--- config.mk ---
export PLATFORM = sky130hd
export DESIGN_NAME = aes_uart_sequencer
export DESIGN_NICKNAME = d
export VERILOG_FILES = /design/src/rtl/aes_pkg.sv /design/src/rtl/aes_uart_sequencer.sv
export SDC_FILE = /design/constraint.sdc
export NUM_CORES = 1
export LEC_CHECK = 0
export ABC_CLOCK_PERIOD_IN_PS = 4600
export CORE_AREA = 2 2 254 256
export DETAILED_ROUTE_END_ITERATION = 6
export DIE_AREA = 0 0 256 258
export GPL_TIMING_DRIVEN = 0
export REMOVE_ABC_BUFFERS = 1
export SYNTH_ARGS = -nofsm -noshare
export SYNTH_HDL_FRONTEND = slang
export SYNTH_SLANG_ARGS = --single-unit
--- constraint.sdc ---
create_clock -name Clk -period 4.6 [get_ports Clk]
set_input_delay 0.92 -clock Clk [delete_from_list [all_inputs] [get_ports Clk]]
set_output_delay 0.92 -clock Clk [all_outputs]
set_load 0.02 [all_outputs]
--- src/rtl/aes_pkg.sv ---
// Shared definitions for the UART AES session controller.
// Holds the session FSM state encoding and the block geometry used by the
// reader, writer and AES core interfaces.
package aes_pkg;

    localparam int BYTES_PER_BLOCK = 16;
    localparam int BLOCK_W         = BYTES_PER_BLOCK * 8;

    typedef enum logic [3:0] {
        IDLE     = 4'd0,
        RD_KEY   = 4'd1,
        GAP_KEY  = 4'd2,
        RD_DATA  = 4'd3,
        GAP_DATA = 4'd4,
        RUN      = 4'd5,
        WAIT_AES = 4'd6,
        WRITE    = 4'd7,
        GAP_WR   = 4'd8
    } aes_state_e;

endpackage

--- src/rtl/aes_uart_sequencer.sv ---
// Purpose: one-block session controller: read key (optional) and data, run AES, write result.
// Latency: block load end to AesStart = 2 cycles; AesDone to WrEn = 1 cycle.
// Backpressure: reader/writer hold the FSM via RdAllBytesDone/WrAllBytesDone; AES bounded by AES_TIMEOUT.
//
// Ports:
//   Clk, Rst                 clock, synchronous active-high reset
//   Start, KeyReuse          session request (level) and key-reuse qualifier
//   RdEn/RdBlock/RdAllBytesDone   16-byte reader handshake, byte0 in RdBlock[127:120]
//   AesKey/AesData/AesStart/AesDone/AesResult   AES core interface
//   WrEn/WrResult/WrAllBytesDone  16-byte writer handshake
//   KeyValid, Busy, Error    status (Error is a sticky AES timeout flag)
module aes_uart_sequencer
    import aes_pkg::*;
#(
    parameter int AES_TIMEOUT = 1024,
    parameter int TO_W        = 11
) (
    input  logic               Clk,
    input  logic               Rst,
    input  logic               Start,
    input  logic               KeyReuse,
    output logic               RdEn,
    input  logic [BLOCK_W-1:0] RdBlock,
    input  logic               RdAllBytesDone,
    output logic [BLOCK_W-1:0] AesKey,
    output logic [BLOCK_W-1:0] AesData,
    output logic               AesStart,
    input  logic               AesDone,
    input  logic [BLOCK_W-1:0] AesResult,
    output logic               WrEn,
    output logic [BLOCK_W-1:0] WrResult,
    input  logic               WrAllBytesDone,
    output logic               KeyValid,
    output logic               Busy,
    output logic               Error
);

    // WAIT_AES spans counter values 0..AES_TIMEOUT-1, i.e. AES_TIMEOUT cycles.
    localparam logic [TO_W-1:0] TO_LAST = TO_W'(AES_TIMEOUT - 1);

    aes_state_e         state, stateNxt;
    logic [TO_W-1:0]    toCnt, toCntNxt;
    logic [BLOCK_W-1:0] keyNxt, dataNxt, resNxt;
    logic               keyValidNxt, errorNxt;

    always_ff @(posedge Clk) begin
        if (Rst) begin
            state    <= IDLE;
            toCnt    <= '0;
            AesKey   <= '0;
            AesData  <= '0;
            WrResult <= '0;
            KeyValid <= 1'b0;
            Error    <= 1'b0;
        end else begin
            state    <= stateNxt;
            toCnt    <= toCntNxt;
            AesKey   <= keyNxt;
            AesData  <= dataNxt;
            WrResult <= resNxt;
            KeyValid <= keyValidNxt;
            Error    <= errorNxt;
        end
    end

    always_comb begin
        stateNxt    = state;
        toCntNxt    = toCnt;
        keyNxt      = AesKey;
        dataNxt     = AesData;
        resNxt      = WrResult;
        keyValidNxt = KeyValid;
        errorNxt    = Error;
        case (state)
            IDLE: begin
                if (Start) begin
                    errorNxt = 1'b0;
                    if (KeyReuse && KeyValid) begin
                        stateNxt = RD_DATA;
                    end else begin
                        keyValidNxt = 1'b0;
                        stateNxt    = RD_KEY;
                    end
                end
            end
            RD_KEY: begin
                if (RdAllBytesDone) begin
                    keyNxt      = RdBlock;
                    keyValidNxt = 1'b1;
                    stateNxt    = GAP_KEY;
                end
            end
            // One cycle with RdEn low lets the reader re-arm its byte count.
            GAP_KEY:  stateNxt = RD_DATA;
            RD_DATA: begin
                if (RdAllBytesDone) begin
                    dataNxt  = RdBlock;
                    stateNxt = GAP_DATA;
                end
            end
            GAP_DATA: stateNxt = RUN;
            RUN: begin
                toCntNxt = '0;
                stateNxt = WAIT_AES;
            end
            WAIT_AES: begin
                // AesDone takes priority over a timeout on the same cycle.
                if (AesDone) begin
                    resNxt   = AesResult;
                    stateNxt = WRITE;
                end else if (toCnt == TO_LAST) begin
                    errorNxt = 1'b1;
                    stateNxt = IDLE;
                end else begin
                    toCntNxt = toCnt + TO_W'(1);
                end
            end
            WRITE: begin
                if (WrAllBytesDone) begin
                    stateNxt = GAP_WR;
                end
            end
            GAP_WR:   stateNxt = IDLE;
            default:  stateNxt = IDLE;
        endcase
    end

    // Handshake outputs are pure state decodes, so RdEn and WrEn are mutually
    // exclusive by construction and drop on the same edge as a reset.
    assign RdEn     = (state == RD_KEY) || (state == RD_DATA);
    assign WrEn     = (state == WRITE);
    assign AesStart = (state == RUN);
    assign Busy     = (state != IDLE);

endmodule

; Yosys cells after proc, flatten, opt, wreduce, memory -nomap -nowiden
; Cells that the tools add are included.
[classes]
n_reduce_logical = 14
eq_ne = 17
add_sub_neg = 1
mux = 19
[ops]
columns = op, n
row1 = 4-bit one-hot mux with 8 select lines, 1
row2 = 4-bit two-way mux, 6
row3 = 11-bit two-way mux, 2
row4 = 11-bit one-hot mux with 2 select lines, 1
row5 = "4-bit by 3-bit equality test with 1-bit output, second input constant", 4
row6 = "2-bit != test, second input constant", 7
row7 = "11-bit by 1-bit adder with 11-bit output, second input constant", 1
row8 = "11-bit by 10-bit equality test with 1-bit output, second input constant", 1
row9 = "4-bit by 2-bit equality test with 1-bit output, second input constant", 2
row10 = 4-bit AND reduction, 2
row11 = 1-bit two-way mux, 6
row12 = 2-bit AND reduction, 3
row13 = 2-bit nonzero test, 3
row14 = 5-bit AND reduction, 1
row15 = "4-bit by 1-bit equality test with 1-bit output, second input constant", 1
row16 = 4-bit logical NOT, 1
row17 = 1-bit one-hot mux with 2 select lines, 2
row18 = 4-bit nonzero test, 1
row19 = "3-bit != test, second input constant", 1
row20 = 3-bit AND reduction, 1
row21 = 2-bit two-way mux, 1
row22 = "2-bit by 1-bit != test with 1-bit output, second input constant", 1
row23 = 1-bit logical AND, 1
row24 = 1-bit logical OR, 1
[totals]
elab_cells = 58
register_bits = 401

; Logic depth before layout (Yosys ltp)
; Gate-level depths: netlist of the first run.
[logic_depth]
ltp_word = 4
depth_mapped = 7
ltp_nobuf = 5

; Least setup slack after synthesis of the first run
; No wires, ideal clock.
[synth_timing]
path_kind = input-to-reg
start = in AesDone
end = reg toCnt[7]
cell_stages = 4
required_ns = 4.530
arrival_time_ns = 2.031
slack_ns = 2.499
path_cell_list = clkbuf_1 > a211o_4 > or4_1 > a21oi_1
[synth_between]
elab_chain_len = 2
[synth_rtl]
columns = item, line
row1 = start: declaration, aes_uart_sequencer.sv:28  ; input logic AesDone,
row2 = 2-bit != test (no line), n/a
row3 = 3-bit AND reduction (no line), n/a
row4 = end signal: assignment, aes_uart_sequencer.sv:57  ; toCnt <= toCntNxt;
row5 = end: declaration, aes_uart_sequencer.sv:42  ; logic [TO_W-1:0] toCnt, toCntNxt;
; No other way between the ends.
; A chain may end at the register's enable or synchronous reset.

; Final worst setup path of the first run
[layout_timing]
start = reg state[2]
end = out AesStart
[layout_between]
elab_chain_len = 1
[layout_rtl]
columns = item, line
row1 = start: declaration, aes_uart_sequencer.sv:41  ; aes_state_e state, stateNxt;
row2 = start signal: assignment, aes_uart_sequencer.sv:56  ; state <= stateNxt;
row3 = 4-bit by 3-bit equality test with 1-bit output, aes_uart_sequencer.sv:132  ; assign AesStart = (state == RUN);
row4 = end: declaration, aes_uart_sequencer.sv:27  ; output logic AesStart,
; No other way between the ends.

==> out/metrics.csv, run 1 <==
metric,value,unit
status,"complete, no violations",
vias per std cell,4.38,
worst-case clock buffer depth,3,
register area share after synthesis,0.571,
ranking of synthesized cells by area,"dfxtp_1 57%, nand2_1 21%, a21oi_1 14%",
pwr dens,359,mW/mm2
Crit path max-delay family,buffers and inverters,
# setup viols final,0,
Flop pwr share,0.439,
Initial Util,0.221,
most frequent cells after synthesis,"780 x nand2_1, 401 x dfxtp_1, 393 x a21oi_1",
worst path cell trace,nand4bb_1 -> inv_1 -> clkdlybuf4s50_1,
total grt overflow,0,
largest net degree at the start of global routing,145,
cell with the most instances after synthesis,nand2_1,
Yosys top cell area share,0.571,
final worst slack,1.07,ns
initial antenna violation count,4,
reg2reg end,AesData[97],
area taken by multi-input logic gates,0.00550,mm2
layout cells sized above 1,0.0443,
Filler cells,6554,
WS Path Type,reg -> out,
path depth of the worst reg2reg path,12,
routed via count,14300,
worst r2r src,state[0],
"slowest stage delay, CP",0.68,ns
Yosys warning total,0,
Critical path destination,AesStart,
Crit. path cell count,3,
drt initial violations,1077,
Yosys top cell by area,dfxtp_1,
post-CTS sizing,0,
area of the die,0.0660,mm2
Comb pwr share,0.117,
CP max stage cell,dfxtp_1,
Fmax,284,MHz
crit path buf inv count,2,
P_int,6.16,mW
Post-Place Cells,3184,
post-layout min period,3.53,ns
Hold WS,0.432,ns
max_slew headroom,0.430,
"EDFF count, synth",0,
ys async rst share,0,
DRT Wirelength,54.6,mm
"Clk Latency, worst-skew pair",0.59,ns
Slew Limit Fails,0,
Required @ worst endpoint,3.68,ns
period utilisation layout,0.766,
Core Region,0.0636,mm2
io pins,653,
first-pass GRT wire length,81.7,mm
number of nets in the layout,2641,
Switching Share,0.256,
port bufs,652,
row count,93,
root buffer cell,clkbuf_16,
CTS tree,built,
CP endpoint kind,output pin,
CTS Sinks,401,
switching power,2.12,mW
Area Overhead vs Synth,63.9,%
Worst-Margin Slew,0.855,ns
placed cell areas,0.0215,mm2
vias in the first global route,13800,
GRT Util Overall,0.156,
Final Hold Viols,0,
crit start category,flop,
FF+latch area,0.00803,mm2
Leak,7.59,nW
post-route cell area,0.0230,mm2
Post-CTS Setup Inserts,0,
Clk pwr share,0.444,
H-tree depth,2,
crit-path max FO,15,
number of synthesized register bits,401,
Avg Inst Size Synth,7.85,um2
GPL Wtd Cong,0.886,
HP Class,reg -> reg,
routed length per instance,16.7,um
setup slack at placement,0.768,ns
cts-stage hold buffer count,0,
DRC,0,
Synth Cell Area,0.0141,mm2
Worst-path clk slew,0.06,ns
post-route insts no fill,3273,
reg2reg setup slack,1.56,ns
Pre-antenna DRT Iters,5,
cts bufs inserted,46,
chip height,258,um
die width,256,um
DP HPWL,39.7,mm
Max-Cap Viols,0,
Peak VDD IR,293,uV
Post-synth top flop,dfxtp_1,
Max Clock Skew,0.0153,ns
cells after synthesis,1790,
Crit path arrival time,2.61,ns
Routed Antenna Nets,0,
RSZ-0062 raised after global routing,no,
post-synth cell types,44,
Crit. Startpoint,state[2],
## layout make-up
class,instances,share of cell area
antenna,4,0.000434
clock inverter,17,0.00733
inverter,2,0.000326
clock buffer,68,0.0587
timing repair buffer,673,0.300
sequential,401,0.348
tap,855,0.0464
multi-input combinational,1253,0.239
## routing by layer
metal	wire (um)	part of all wire	vias up	GRT usage
li1	-	-	6983	-
met1	22300	0.41	6724	0.189
met2	27100	0.50	527	0.269
met3	3370	0.062	98	0.0332
met4	1850	0.034	0	0.0612
met5	0	0	-	0
## worst reg2reg max path, cell delays in order, from the launching register on
cell	delay (ns)
dfxtp_1	0.52
or2b_1	0.33
nor3_2	0.32
buf_6	0.22
buf_6	0.19
buf_6	0.18
buf_6	0.16
buf_4	0.23
buf_4	0.25
buf_6	0.19
buf_6	0.16
nand2_1	0.06
a21oi_1	0.13
## metrics by stage
step	total power, mW	util	TNS [ns]
after floorplan	4.05	-	-392.01
after global placement	4.68	0.331	-3216.40
after detailed placement	4.68	0.338	0
after CTS	8.41	0.362	0
after global routing	8.60	0.362	0
final	8.28	0.362	0
## cells in the final DEF (no fill, tap or decap), types with 2 or more instances in the layout
master / instances
nand2_1: 779
clkdlybuf4s50_1: 651
dfxtp_1: 401
a21oi_1: 393
clkbuf_16: 46
clkbuf_8: 12
clkbuf_1: 10
buf_6: 9
o21ai_0: 8
nor2_1: 8
buf_16: 8
nand3_1: 7
clkinv_2: 7
nand2b_1: 6
diode_2: 4
clkinvlp_4: 4
or3_1: 3
mux2i_1: 3
nor3_1: 3
o211ai_1: 3
o31ai_1: 2
and3_1: 2
or4_1: 2
a2111o_1: 2
a31oi_1: 2
inv_1: 2
nor2b_1: 2
and4_1: 2
inv_16: 2
buf_12: 2
buf_4: 2
## logic make-up (layout without fill, tap and decap cells)
kind of cell             after synthesis  count (layout)  share of synthesized area
AO/OA/AOI/OAI                        419             419                      0.154
other                                  0               4                          0
AND/OR/NAND/NOR                      829             829                      0.231
buffers and inverters                136             760                     0.0403
flip-flops                           401             401                      0.571
multiplexers                           4               4                    0.00294
adder cells (fa/ha/maj)                1               1                   0.000890
## power by group through the flow
stage          combinational (mW)  sequential, mW  clock, mW
6_report                    0.973            3.63       3.68
5_1_grt                      1.04            3.64       3.92
4_1_cts                     0.979            3.63       3.80
3_5_place_dp                0.974            3.71          0
3_3_place_gp                0.974            3.71          0
2_1_floorplan               0.230            3.82          0
## worst min path at each step
stage,cells after the start,slack (ns),end,start
6_report,2,0.43,toCnt[10],toCnt[10]
4_1_cts,2,0.43,toCnt[10],toCnt[10]
3_3_place_gp,2,0.41,toCnt[10],toCnt[10]
2_1_floorplan,2,0.41,toCnt[10],toCnt[10]
3_5_place_dp,2,0.42,toCnt[10],toCnt[10]
5_1_grt,2,0.46,toCnt[10],toCnt[10]
## registers in the layout, indices dropped and copies added (netlist names)
name,count
state,4
toCnt,11
Error,1
AesKey,128
KeyValid,1
WrResult,128
AesData,128
Note: power is estimated with default switching activity, not from simulation.
==> run 2, diff against run 1 <==
Settings changed: ABC_CLOCK_PERIOD_IN_PS 4600 to 3550.
Clock period 4.6 ns to 3.55 ns, I/O delays scaled along.
==> results of run 2 <==
The final DEF is identical to that of run 1. Status: complete, no violations.
Main changes from that run: setup slack after placement 0.768 ns -> -0.0720 ns; setup slack after layout 1.07 ns -> 0.235 ns; register-to-register setup slack 1.56 ns -> 0.51 ns; total power 8.28 mW -> 10.7 mW; worst IR drop on VDD 293 uV -> 380 uV
==> run 3, diff against run 2 <==
Settings changed: CTS_CLUSTER_SIZE set to 14.
==> results of run 3 <==
The final DEF is identical to that of run 1. Status: complete, no violations.
Main changes from that run: setup slack after placement 0.768 ns -> -0.0720 ns; setup slack after layout 1.07 ns -> 0.235 ns; register-to-register setup slack 1.56 ns -> 0.51 ns; total power 8.28 mW -> 10.7 mW; worst IR drop on VDD 293 uV -> 380 uV
